--- config.mk ---
export PLATFORM = sky130hd
export DESIGN_NAME = page_order_arbiter
export DESIGN_NICKNAME = d
export VERILOG_FILES = /design/src/rtl/page_order_arbiter_pkg.sv /design/src/rtl/page_order_arbiter_fifo.sv /design/src/rtl/page_order_arbiter.sv
export SDC_FILE = /design/constraint.sdc
export NUM_CORES = 1
export LEC_CHECK = 0
export ABC_AREA = 1
export BUFFER_PORTS_ARGS = -buffer_cell sky130_fd_sc_hd__clkbuf_2
export CORE_MARGIN = 1.5
export CORE_UTILIZATION = 54
export CTS_CLUSTER_SIZE = 20
export DETAILED_ROUTE_END_ITERATION = 16
export GPL_ROUTABILITY_DRIVEN = 0
export PLACE_DENSITY = 0.88
export SYNTH_ARGS = -nofsm -noshare
export SYNTH_HDL_FRONTEND = slang
export SYNTH_SLANG_ARGS = --single-unit
--- constraint.sdc ---
create_clock -name clk -period 3.5 [get_ports clk]
set_input_delay 0.175 -clock clk [delete_from_list [all_inputs] [get_ports clk]]
set_output_delay 0.175 -clock clk [all_outputs]
set_load 0.03 [all_outputs]
--- src/rtl/page_order_arbiter_pkg.sv ---
`default_nettype none
// ============================================================================
// Module      : page_order_pkg
// Description : Shared types and helpers for the page order arbiter:
//               arbiter state enum, one-hot helpers, statistics width.
// Revision    : 1.0  initial release
// ============================================================================
package page_order_pkg;

   // Arbiter states: nothing outstanding, waiting on head parser, bursting
   typedef enum logic [1:0] {
      IDLE = 2'd0,
      WAIT = 2'd1,
      XFER = 2'd2
   } state_t;

   // Width of the optional statistics counters
   localparam int STAT_W = 32;

   // Widest select vector the helpers accept
   localparam int VEC_MAX = 32;

   // Encode a one-hot vector into a bit index (OR of set positions)
   function automatic int onehot_to_idx(input logic [VEC_MAX-1:0] vec);
      int idx;
      idx = 0;
      for (int i = 0; i < VEC_MAX; i++) begin
         if (vec[i]) begin
            idx = idx | i;
         end
      end
      return idx;
   endfunction

   // True when exactly one bit of the vector is set
   function automatic logic is_onehot(input logic [VEC_MAX-1:0] vec);
      return (vec != '0) && ((vec & (vec - VEC_MAX'(1))) == '0);
   endfunction

endpackage
`default_nettype wire

--- src/rtl/page_order_arbiter_fifo.sv ---
`default_nettype none
// ============================================================================
// Module      : page_order_fifo
// Description : Synchronous FIFO holding the parser index of every
//               dispatched page. Push while full and pop while empty are
//               ignored; simultaneous push and pop leave count unchanged.
// Revision    : 1.0  initial release
// ============================================================================
module page_order_fifo #(
   parameter int WIDTH = 3,
   parameter int DEPTH = 16
) (
   input  logic                     clk,
   input  logic                     rst_n,
   input  logic                     push,
   input  logic [WIDTH-1:0]         push_data,
   input  logic                     pop,
   output logic [WIDTH-1:0]         head_data,
   output logic [$clog2(DEPTH):0]   count,
   output logic                     full,
   output logic                     empty
);

   localparam int PTR_W = $clog2(DEPTH);
   localparam int CNT_W = PTR_W + 1;

   logic [WIDTH-1:0] mem [DEPTH];
   logic [PTR_W-1:0] wr_ptr;
   logic [PTR_W-1:0] rd_ptr;
   logic             do_push;
   logic             do_pop;

   assign full      = (count == CNT_W'(DEPTH));
   assign empty     = (count == '0);
   assign do_push   = push & ~full;
   assign do_pop    = pop & ~empty;
   assign head_data = mem[rd_ptr];

   // Pointer and occupancy bookkeeping
   always_ff @(posedge clk or negedge rst_n) begin
      if (!rst_n) begin
         wr_ptr <= '0;
         rd_ptr <= '0;
         count  <= '0;
      end else begin
         if (do_push) begin
            wr_ptr <= wr_ptr + PTR_W'(1);
         end
         if (do_pop) begin
            rd_ptr <= rd_ptr + PTR_W'(1);
         end
         case ({do_push, do_pop})
            2'b10:   count <= count + CNT_W'(1);
            2'b01:   count <= count - CNT_W'(1);
            default: count <= count;
         endcase
      end
   end

   // Storage array; contents need no reset since pointers qualify them
   always_ff @(posedge clk) begin
      if (do_push) begin
         mem[wr_ptr] <= push_data;
      end
   end

endmodule
`default_nettype wire

--- src/rtl/page_order_arbiter.sv ---
`default_nettype none
// ============================================================================
// Module      : page_order_arbiter
// Description : Grants the shared output port to parsers in page dispatch
//               order. Dispatches are recorded in an order FIFO; the head
//               entry owns the port until its last beat transfers.
//               Optional statistics: define PAGE_ORDER_ARBITER_STATS_EN to
//               enable stat_pages / stat_stall (tied to zero otherwise).
// Revision    : 1.0  initial release
// ============================================================================
module page_order_arbiter
   import page_order_pkg::*;
#(
   parameter int NUM_PARSER = 6,
   parameter int DEPTH      = 16
) (
   input  logic                  clk,
   input  logic                  rst_n,
   input  logic                  dispatch_valid,
   input  logic [NUM_PARSER-1:0] dispatch_sel,
   output logic                  stop_out,
   input  logic [NUM_PARSER-1:0] parser_req,
   input  logic [NUM_PARSER-1:0] parser_last,
   input  logic                  out_ready,
   output logic [NUM_PARSER-1:0] grant,
   output logic                  beat_fire,
   output logic                  order_empty,
   output logic                  err,
   output logic [STAT_W-1:0]     stat_pages,
   output logic [STAT_W-1:0]     stat_stall
);

   localparam int IDX_W = (NUM_PARSER > 1) ? $clog2(NUM_PARSER) : 1;
   localparam int CNT_W = $clog2(DEPTH) + 1;

   state_t                state;
   state_t                state_nxt;
   logic [NUM_PARSER-1:0] grant_nxt;

   logic [VEC_MAX-1:0]    sel_wide;
   logic                  sel_ok;
   logic [IDX_W-1:0]      sel_idx;
   logic                  push_en;
   logic                  pop_en;

   logic [IDX_W-1:0]      head_idx;
   logic [CNT_W-1:0]      count;
   logic                  fifo_full;
   logic                  fifo_empty;
   logic                  head_req;
   logic                  head_last;
   logic [NUM_PARSER-1:0] head_onehot;
   logic                  more_after_pop;

   // ---------------------------------------------------------------------
   // Dispatch decode
   // ---------------------------------------------------------------------
   assign sel_wide = VEC_MAX'(dispatch_sel);
   assign sel_ok   = is_onehot(sel_wide);
   assign sel_idx  = IDX_W'(onehot_to_idx(sel_wide));
   assign push_en  = dispatch_valid & sel_ok & ~fifo_full;

   page_order_fifo #(
      .WIDTH (IDX_W),
      .DEPTH (DEPTH)
   ) u_fifo (
      .clk       (clk),
      .rst_n     (rst_n),
      .push      (push_en),
      .push_data (sel_idx),
      .pop       (pop_en),
      .head_data (head_idx),
      .count     (count),
      .full      (fifo_full),
      .empty     (fifo_empty)
   );

   // ---------------------------------------------------------------------
   // Head parser view and beat transfer
   // ---------------------------------------------------------------------
   assign head_req    = parser_req[head_idx];
   assign head_last   = parser_last[head_idx];
   assign head_onehot = NUM_PARSER'(1) << head_idx;

   // grant is only ever the head's one-hot, so this is the head's beat
   assign beat_fire   = (|(grant & parser_req)) & out_ready;
   assign pop_en      = beat_fire & head_last & (state == XFER);

   // Entries left once the head pops, counting a same-cycle push
   assign more_after_pop = (count != CNT_W'(1)) | push_en;

   // Two-entry margin absorbs the distributor's registered stop
   assign stop_out    = (count >= CNT_W'(DEPTH - 2));
   assign order_empty = fifo_empty;

   // ---------------------------------------------------------------------
   // FSM
   // ---------------------------------------------------------------------
   // State and grant registers
   always_ff @(posedge clk or negedge rst_n) begin
      if (!rst_n) begin
         state <= IDLE;
         grant <= '0;
      end else begin
         state <= state_nxt;
         grant <= grant_nxt;
      end
   end

   // Next-state decision
   always_comb begin
      state_nxt = state;
      case (state)
         IDLE: begin
            if (push_en || (count != '0)) begin
               state_nxt = WAIT;
            end
         end
         WAIT: begin
            if (head_req) begin
               state_nxt = XFER;
            end
         end
         XFER: begin
            if (pop_en) begin
               state_nxt = more_after_pop ? WAIT : IDLE;
            end
         end
         default: state_nxt = IDLE;
      endcase
   end

   // Grant follows the head whenever the next state is a transfer
   always_comb begin
      grant_nxt = '0;
      if (state_nxt == XFER) begin
         grant_nxt = head_onehot;
      end
   end

   // Sticky error: malformed select or push into a full order FIFO
   always_ff @(posedge clk or negedge rst_n) begin
      if (!rst_n) begin
         err <= 1'b0;
      end else if (dispatch_valid && (!sel_ok || fifo_full)) begin
         err <= 1'b1;
      end
   end

   // ---------------------------------------------------------------------
   // Optional statistics
   // ---------------------------------------------------------------------
`ifdef PAGE_ORDER_ARBITER_STATS_EN
   logic [STAT_W-1:0] pages_cnt;
   logic [STAT_W-1:0] stall_cnt;

   // Completed pages (wrapping) and head-blocked stall cycles (saturating)
   always_ff @(posedge clk or negedge rst_n) begin
      if (!rst_n) begin
         pages_cnt <= '0;
         stall_cnt <= '0;
      end else begin
         if (pop_en) begin
            pages_cnt <= pages_cnt + STAT_W'(1);
         end
         if ((state == WAIT) && (|parser_req) && !head_req && (stall_cnt != '1)) begin
            stall_cnt <= stall_cnt + STAT_W'(1);
         end
      end
   end

   assign stat_pages = pages_cnt;
   assign stat_stall = stall_cnt;
`else
   assign stat_pages = '0;
   assign stat_stall = '0;
`endif

endmodule
`default_nettype wire

==> results by group, run 1 <==
Status
  – Outcome: complete, no violations

Timing
  – Crit share post-route: 88.7%
  – Max_slew headroom: 56.5%
  – Unrepaired setup endpoints after global routing: false
  – F_max: 322 MHz
  – Final worst slack: 0.394 ns
  – Hold Vio Cnt, Final: 0
  – Minimum clock period after layout: 3.11 ns
  – Least-Margin Pin Slew: 0.653 ns
  – Setup tns final: 0 ns
  – Final slew viol count: 0
  – Setup violators final: 0
  – Layout Skew: 0.00775 ns

GRT
  – First-pass GRT wire length: 12600 um
  – Vias in the first global route: 2696
  – Gr usage total: 21.7%
  – Initial antenna violation count: 0
  – GR Overflow Total: 0
  – Largest net degree at the start of global routing: 23

Route
  – Wirelength per Cell: 13.6 um
  – DRC violations left: 0
  – Initial DRT Pass Iterations: 5
  – Via density: 5.03
  – DRT iter0 DRCs: 303
  – Via Count: 2866
  – Post-route ant nets: 0
  – Routed WL: 7730 um

Worst setup path
  – WS Path Type: register to register
  – Most frequent CP cell: nand2_1
  – CP bufs+invs: 4
  – Crit path max fanout: 19
  – CP max-delay cell: dfrtp_1
  – Worst Setup End Kind: register
  – Critical-path cell list: buf_4, o21ai_0, o211ai_1, nand2_1, nand2_2, inv_2, nand2_1, nand2_1, nand2_2, nand3_2, nor2_4, ha_1, inv_1, o21ai_0, xor2_1, inv_1
  – Critical Path AT: 3.34 ns
  – CP top delay family: simple AND/OR/NAND/NOR gates
  – CP max stage delay: 0.60 ns
  – WP data required: 3.74 ns
  – CP Launch Type: register

Placement
  – DPL Wire Length: 5750 um
  – Placed cell count: 553
  – Buffers on Ports: 31
  – Dpl ws: 0.472 ns

Cells and area
  – Fin nets: 501
  – Layout cells sized above 1: 14.6%
  – Syn-to-layout area delta: 4.91%
  – Non-filler instance count after layout: 570
  – Antenna cells: 0
  – Number of fillers in the final layout: 553

Synthesis
  – Synthesis Warnings: 0
  – Post-synth EDFFs: 48
  – Distinct cell type count after synthesis: 35
  – Yosys reg bits: 70
  – Synth top area share: 36.5%
  – Mean post-synth cell area: 9.13 sq um
  – Synth top cells by count: 110 x nand2_1, 67 x buf_4, 48 x edfxtp_1
  – Synth area leader: edfxtp_1
  – Primary FF master, synth: edfxtp_1
  – Syn Inst Count: 432
  – Area contributors post-synth: edfxtp_1 37%, dfrtp_1 14%, buf_4 13%
  – Dominant cell by count in the synthesized netlist: nand2_1
  – Asr flop ratio synth: 31.4%
  – Mapped cell area: 0.00395 sq mm
  – Post-synthesis sequential area ratio: 50.5%

Clocking
  – CTS root buffer: clkbuf_8
  – CTS max path bufs: 2
  – CTS tree: yes
  – Clock transition at path regs: 0.07 ns
  – H-tree Lvls: 3
  – Post-CTS setup buffer count: 0
  – CTS buffer count: 9
  – Clk Latency, worst-skew pair: 0.35 ns
  – CTS sink count: 70

Die
  – Num rows: 30
  – Die outline width: 88.5 um
  – Io pins: 96
  – Height of the die: 88.5 um
  – Core area: 0.00694 sq mm
  – Initial Util: 56.8%
  – Total die area: 0.00783 sq mm

Hold path
  – HP Class: input pin to register

Power and ir drop
  – Worst vdd ir: 0.000318 V
  – Leak: 1.90 nW
  – Power Density: 561 mW/mm^2
  – Power, Total: 0.00232 W

Job
  – Max cap viols: 0
-- sequential cells by signal, indices dropped and copies added (netlist names) --
register and flops:
u_fifo.wr_ptr 4, u_fifo.rd_ptr 4, u_fifo.mem 48, u_fifo.count 5
state 2, err 1, grant 6
-- area by class of cell --
type | count | area [sq um] | area share (%)
clock buffers | 10 | 128 | 3.08
multi-input cells | 321 | 1540 | 37.2
flip-flops and latches | 70 | 1990 | 48.1
inverters | 34 | 128 | 3.08
well taps | 96 | 120 | 2.90
clock inverters | 6 | 61.3 | 1.48
repair buffers | 33 | 173 | 4.17
-- placed cells by master, fill, tap and decap left out, drive strengths merged --
| cell | synthesis | routed |
|---|---|---|
| nand2 | 117 | 117 |
| conb | 1 | 64 |
| edfxtp | 48 | 48 |
| nor2 | 45 | 45 |
| clkbuf | 0 | 41 |
| inv | 33 | 34 |
| nand3 | 25 | 25 |
| dfrtp | 22 | 22 |
| a21oi | 18 | 18 |
| o21ai | 12 | 12 |
| ha | 10 | 10 |
| xor2 | 7 | 7 |
| nand4 | 5 | 5 |
| o211ai | 4 | 4 |
| clkinv | 1 | 4 |
| or2 | 3 | 3 |
| nand3b | 2 | 2 |
| xnor2 | 2 | 2 |
| and3 | 1 | 1 |
| and2 | 1 | 1 |
| o2111ai | 1 | 1 |
| mux2i | 1 | 1 |
| or3 | 1 | 1 |
| o22ai | 1 | 1 |
| a21o | 1 | 1 |
| bufinv | 0 | 1 |
| clkinvlp | 0 | 1 |
| dlygate4sd3 | 0 | 1 |
| buf | 70 | 1 |
-- cells by family (layout without fill, tap and decap cells) --
family | Yosys count | count (layout) | synth area share, %
compound gates | 37 | 37 | 5.52
xor+xnor | 9 | 9 | 2.00
fa+ha+maj | 10 | 10 | 3.17
buf+inv | 104 | 83 | 16.5
flops | 70 | 70 | 50.5
mux | 1 | 1 | 0.254
other cells | 1 | 64 | 0.0950
simple gates | 200 | 200 | 22.0
-- metrics by stage --
step	hold slack, ns	utilization, %	instance area [sq um]
4_1_cts	0.0443	59.6	4140
6_report	0.0588	59.6	4140
5_1_grt	0.0590	59.6	4140
3_3_place_gp	0.186	56.8	3940
2_1_floorplan	-0.121	-	4180
3_5_place_dp	0.196	56.8	3940
-- power by group --
group          internal, W  switching [W]  total [W]
sequential        0.000934      0.0000645   0.000999
clock             0.000328       0.000301   0.000629
combinational     0.000187       0.000508   0.000695
total              0.00145       0.000873    0.00232
-- timing repair --
action / 4_1_cts / 5_1_grt
endpoints found under the hold margin: 22 / 0
gates resized for setup: 0 / 0
hold buffers: 1 / 0
-- routing by layer --
layer  global-route usage (%)  up-vias  part of all wire [%]
met2                     35.8      191                    48
met1                     27.1     1298                    40
li1                         -     1348                     -
met5                        0        -                     0
met3                     4.29       29                   8.2
met4                     11.8        0                   3.7
-- final timing paths --
path,startpoint,slack (ns),to,depth (start not counted)
max,u_fifo.rd_ptr[0],0.39,u_fifo.count[2],16
min,dispatch_valid,0.06,err,2
max reg2reg,u_fifo.rd_ptr[0],0.39,u_fifo.count[2],16
min reg2reg,err,0.47,err,1
max in group asynchronous,rst_n,2.77,err,2
min in group asynchronous,rst_n,0.35,grant[3],2
Power figures use the tool's default switching activity.
==> run 2: changes to the inputs <==
- CORE_UTILIZATION: 54 -> 56
- CTS_BUF_LIST: unset -> sky130_fd_sc_hd__clkbuf_4
- PLACE_DENSITY: 0.88 -> 0.89
- SYNTH_HIERARCHICAL: unset -> 1
==> run 2 against run 1 <==
First-iteration DRC count grew 3.0%. Die area is 3.5% higher. Area after synthesis increased by 7.5%. Highest routed layer unchanged. Design area increased by 7.3%. Via count is 10% higher. Register-to-register slack worse by 0.16 ns. Global-route usage is 0.33 points higher. Count of clock-buffer cells in the layout decreased by 1. Critical endpoint is now u_fifo/count[4]. Total power about the same. Sequential power is essentially flat.
==> results by group, run 2 <==
Status
  – Outcome: complete, no violations

Cells and area
  – Largest Register: u_fifo/mem
  – Core Util, Final: 60.9%
  – Largest register FFs: 48
  – Layout cells sized above 1: 15.4%
  – Number of fillers in the final layout: 606
  – Most frequent cells in the layout: 161 x nand2_1, 64 x conb_1, 56 x inv_1
  – Cell area after layout: 0.00444 sq mm
  – Top flop regs: u_fifo/mem (48), grant (6), u_fifo/count (5)
  – Commonest non-fill, non-tap cell in the layout: nand2_1
  – Antenna cells: 0
  – Syn-to-layout area delta: 4.72%
  – Fin nets: 574

GRT
  – Vias in the first global route: 2949
  – GR Overflow Total: 0
  – Largest net degree at the start of global routing: 32
  – Initial antenna violation count: 0
  – First-pass GRT wire length: 14000 um
  – Gr usage total: 22.1%

Timing
  – Min Hold Slack: 0.192 ns
  – F_max: 306 MHz
  – Setup violators final: 0
  – Crit share post-route: 93.2%
  – Final slew viol count: 0
  – Layout Skew: 0.0190 ns
  – Setup tns final: 0 ns
  – Max_slew headroom: 59.8%
  – Minimum clock period after layout: 3.26 ns
  – Least-Margin Pin Slew: 0.604 ns
  – Hold Vio Cnt, Final: 0

Synthesis
  – Post-synth EDFFs: 48
  – Dominant cell by count in the synthesized netlist: nand2_1
  – Post-synthesis sequential area ratio: 47.0%
  – Area contributors post-synth: edfxtp_1 34%, nand2_1 14%, dfrtp_1 13%
  – Mapped cell area: 0.00424 sq mm
  – Asr flop ratio synth: 31.4%
  – Synth top area share: 34.0%
  – Primary FF master, synth: edfxtp_1
  – Syn Inst Count: 501
  – Synth area leader: edfxtp_1
  – Distinct cell type count after synthesis: 34
  – Yosys reg bits: 70
  – Synthesis Warnings: 6
  – Mean post-synth cell area: 8.47 sq um
  – Synth top cells by count: 162 x nand2_1, 67 x buf_4, 56 x inv_1

Clocking
  – CTS max path bufs: 2
  – CTS tree: yes
  – CTS buffer count: 9
  – CTS root buffer: clkbuf_4
  – CTS sink count: 70
  – H-tree Lvls: 3
  – Clk Latency, worst-skew pair: 0.42 ns
  – Clock transition at path regs: 0.13 ns

Worst setup path
  – Most frequent CP cell: nand2_1
  – WS Path Type: register to register
  – Critical Path AT: 3.59 ns
  – CP max-delay cell: dfrtp_2
  – WP data required: 3.83 ns
  – Crit path max fanout: 8
  – CP bufs+invs: 4
  – CP top delay family: simple AND/OR/NAND/NOR gates
  – CP Launch Type: register
  – Worst Setup End Kind: register
  – CP max stage delay: 0.44 ns

Power and ir drop
  – Leak: 2.21 nW
  – Power, Total: 0.00232 W
  – Worst vdd ir: 0.000350 V
  – Power Density: 522 mW/mm^2

Job
  – Max cap viols: 0

Placement
  – DPL Wire Length: 6310 um
  – Buffers on Ports: 31
  – Area post-placement: 0.00424 sq mm

Die
  – Core area: 0.00729 sq mm
  – Initial Util: 58.2%
  – Die outline width: 90.0 um
  – Total die area: 0.00811 sq mm
  – Io pins: 96
  – Height of the die: 90.0 um
  – Num rows: 31

Route
  – DRT iter0 DRCs: 312
  – Routed WL: 8490 um
  – Wirelength per Cell: 13.1 um
  – Via Count: 3166
  – DRC violations left: 0
  – Initial DRT Pass Iterations: 5
  – Post-route ant nets: 0
  – Via density: 4.90

Hold path
  – HP Class: input pin to register
==> run 2: cell types whose count changed in the layout (fill, tap and decap cells not counted), moves of 6 or more <==
cell,previous run,this run
a21oi_1,16,3
clkbuf_4,0,9
o21ai_1,6,0
inv_1,27,56
nand2_1,110,161
clkbuf_8,9,0
==> run 2: what timing repair did <==
action,in CTS,in global routing
hold endpoints to repair,23,0
setup endpoints to repair,1,3
hold buffers,2,0
buffers inserted,0,2
pin swaps,0,0
cloned,0,0
gates resized for setup,1,8
==> run 2: routing by layer <==
layer	vias up	global-route usage [%]	wire (um)
li1	1523	-	-
met1	1429	27.0	3470
met2	194	37.6	4160
met3	20	4.48	660
met4	0	9.92	198
met5	-	0	0
==> run 2: worst paths after layout <==
path	slack [ns]	cells past startpoint	start	to
max in group asynchronous	2.79	2	rst_n	u_fifo/rd_ptr[1]
worst max register to register	0.24	25	u_fifo/rd_ptr[1]	u_fifo/count[4]
worst min-delay path	0.19	6	dispatch_sel[0]	err
worst max-delay path	0.24	25	u_fifo/rd_ptr[1]	u_fifo/count[4]
min in group asynchronous	0.27	2	rst_n	err
worst min register to register	0.49	1	err	err
==> run 2: cell type report <==
class                           instances  area [sq um]  area share, %
Tap cell                               99           124           2.79
Timing Repair Buffer                   39           228           5.13
Inverter                               61           239           5.38
Clock inverter                          7          72.6           1.63
Sequential cell                        70          1990           44.9
Multi-Input combinational cell        361          1720           38.7
Clock buffer                            9          67.6           1.52
==> run 2: worst min-delay path, cell delays in order <==
cell and delay (ns):
clkbuf_2 0.10, nand2_1 0.05, nand2_1 0.05, nor2_1 0.05
nand3_1 0.07, a21o_1 0.10
==> run 2: cells by family after synthesis <==
group	count (synthesis)	synth area share, %
AO/OA/AOI/OAI	18	3.04
buffers and inverters	133	18.5
other	1	0.0884
XOR/XNOR	8	1.65
AND/OR/NAND/NOR	261	26.7
adder cells (fa/ha/maj)	10	3.13
flip-flops	70	47.0
==> run 2: report_power, final <==
group          switching (W)  leakage, nW  internal [W]
registers          0.0000722        0.704      0.000949
clock network       0.000304       0.0743      0.000220
logic               0.000547         1.43      0.000228
total               0.000924         2.21       0.00140
==> run 2: stage by stage <==
step	setup WS, ns	cells
final	0.237	646
after global routing	-0.0151	646
after global placement	0.154	626
after CTS	0.0909	644
after detailed placement	0.0171	626
after floorplan	0.505	564
==> run 3: changes to the inputs <==
- CORE_UTILIZATION: 56 -> 55
- CTS_BUF_LIST: sky130_fd_sc_hd__clkbuf_4 -> sky130_fd_sc_hd__clkbuf_8 sky130_fd_sc_hd__clkbuf_16
- PLACE_DENSITY: 0.89 -> 0.88
==> run 3 against run 2 <==
Critical path depth is the same. First-iteration DRC count shrank 13%. Design area is 2.1% higher. Routed wire length is 0.47% higher. Register-to-register slack better by 0.03 ns. Global-route usage is 0.16 points lower. Setup slack better by 0.034 ns. Total power rose by 9.0%. Sequential power about the same. Largest power group unchanged. Highest routed layer unchanged.
==> results by group, run 3 (synthesis results as in run 2) <==
Status
  – Outcome: complete, no violations

Die
  – Die outline width: 90.8 um
  – Core area: 0.00737 sq mm
  – Total die area: 0.00825 sq mm
  – Height of the die: 90.8 um
  – Num rows: 31
  – Io pins: 96
  – Initial Util: 57.6%

Worst setup path
  – Crit path max fanout: 7
  – Worst Setup End Kind: register
  – WS Path Type: register to register
  – CP max-delay cell: dfrtp_2
  – Worst R2R Setup Slack: 0.27 ns
  – FF-to-FF End: u_fifo/count[4]
  – Worst r2r src: u_fifo/rd_ptr[1]
  – CP top delay family: simple AND/OR/NAND/NOR gates
  – CP max stage delay: 0.47 ns
  – Reg2Reg Depth: 25
  – CP bufs+invs: 6
  – WP data required: 3.73 ns
  – Critical Path AT: 3.46 ns
  – Most frequent CP cell: nand2_1
  – CP Launch Type: register

GRT
  – Largest net degree at the start of global routing: 23
  – Gr usage total: 21.9%
  – Vias in the first global route: 3083
  – GR Overflow Total: 0
  – First-pass GRT wire length: 14100 um
  – Initial antenna violation count: 0

Cells and area
  – Top flop regs: u_fifo/mem (48), grant (6), u_fifo/count (5)
  – Number of fillers in the final layout: 589
  – Syn-to-layout area delta: 6.90%
  – Antenna cells: 0
  – Largest register FFs: 48
  – Largest Register: u_fifo/mem
  – Commonest non-fill, non-tap cell in the layout: nand2_1
  – Fin nets: 575
  – Cell area after layout: 0.00453 sq mm
  – Most frequent cells in the layout: 160 x nand2_1, 64 x conb_1, 53 x inv_1
  – Layout cells sized above 1: 16.8%

Route
  – Via density: 4.95
  – DRT iter0 DRCs: 272
  – DRC violations left: 0
  – Routed WL: 8530 um
  – Via Count: 3202
  – Post-route ant nets: 0
  – Wirelength per Cell: 13.2 um
  – Initial DRT Pass Iterations: 5

Timing
  – Unrepaired setup endpoints after global routing: false
  – Least-Margin Pin Slew: 0.586 ns
  – Hold Vio Cnt, Final: 0
  – Layout Skew: 0.0104 ns
  – F_max: 310 MHz
  – Final slew viol count: 0
  – Max_slew headroom: 60.9%
  – Setup violators final: 0
  – Minimum clock period after layout: 3.23 ns
  – Crit share post-route: 92.3%

Power and ir drop
  – Leak: 2.24 nW
  – Power, Total: 0.00253 W
  – Worst vdd ir: 0.000373 V
  – Power Density: 558 mW/mm^2

Hold path
  – Origin of the worst min-delay path: dispatch_valid
  – Hold depth: 2
  – HP Class: input pin to register
  – Worst Hold Path EP: err

Clocking
  – H-tree Lvls: 3
  – Clk Latency, worst-skew pair: 0.34 ns
  – CTS max path bufs: 2
  – CTS root buffer: clkbuf_8
  – CTS tree: yes
  – Clock transition at path regs: 0.08 ns
  – CTS sink count: 70
  – CTS buffer count: 9

Placement
  – DPL Wire Length: 6340 um
  – Buffers on Ports: 31
  – Area post-placement: 0.00425 sq mm

Job
  – Max cap viols: 0
run 3: per-layer routing:
layer  track usage (%)  wire, um
met1              25.5      3360
met3              4.88       672
met5                 0         0
met4              11.8       223
met2              37.4      4270
run 3: worst max path at each step:
stage,from,to,slack (ns),depth (start not counted)
floorplan,u_fifo/rd_ptr[1],u_fifo/count[4],0.50,30
CTS,u_fifo/rd_ptr[1],u_fifo/count[4],0.06,25
global placement,u_fifo/rd_ptr[1],u_fifo/count[4],0.13,25
global route,u_fifo/rd_ptr[1],u_fifo/count[4],0.05,25
detailed placement,u_fifo/rd_ptr[1],u_fifo/count[4],-0.008,25
finish,u_fifo/rd_ptr[1],u_fifo/count[4],0.27,25
run 3: power breakdown:
group	total [W]	internal (W)	leakage [nW]	switching, W
Sequential	0.00103	0.000950	0.703	0.0000777
Clock	0.000717	0.000403	0.106	0.000314
Combinational	0.000784	0.000234	1.43	0.000551
Total	0.00253	0.00159	2.24	0.000942
run 3: final cells by class:
cell class	count	area, sq um	share of cell area (%)
flip-flops and latches	70	1990	44.0
repair buffers	40	229	5.05
inverters	61	245	5.41
well taps	99	124	2.73
clock inverters	7	97.6	2.15
clock buffers	9	124	2.73
multi-input cells	361	1720	37.9
run 3: per-stage QoR:
step	cells	hold slack [ns]	worst slack (ns)	utilization, %	TNS, ns
after global placement	627	0.201	0.130	57.6	0
after global routing	647	0.0458	0.0468	61.5	0
after detailed placement	627	0.200	-0.00763	57.6	-0.00763
after floorplan	564	-0.121	0.505	-	0
final	647	0.0599	0.270	61.5	0
after CTS	644	0.0463	0.0569	60.8	0
run 3: worst register-to-register path, cell delays in order, from the launching register on:
cell and delay, ns:
dfrtp_2 0.47, buf_4 0.17, clkinvlp_4 0.12, nand3_1 0.10
nand3_1 0.11, nand2_1 0.10, nand2_2 0.12, buf_4 0.19
nand2_1 0.07, nand2_1 0.06, nand2_2 0.07, nand3_4 0.10
nor2_4 0.10, nand2_1 0.09, inv_2 0.10, ha_2 0.23
inv_1 0.08, fa_1 0.40, inv_1 0.07, nand2_1 0.04
nand2_1 0.08, nand2_1 0.06, nand2_1 0.05, nand2_1 0.04
nand2_1 0.05, nand2_1 0.05
run 3: timing repair:
item	CTS	global route
pin swaps	0	0
setup endpoints to repair	1	4
resized for setup	1	13
endpoints found under the hold margin	22	0
hold buffers	1	0
buffers inserted	0	3
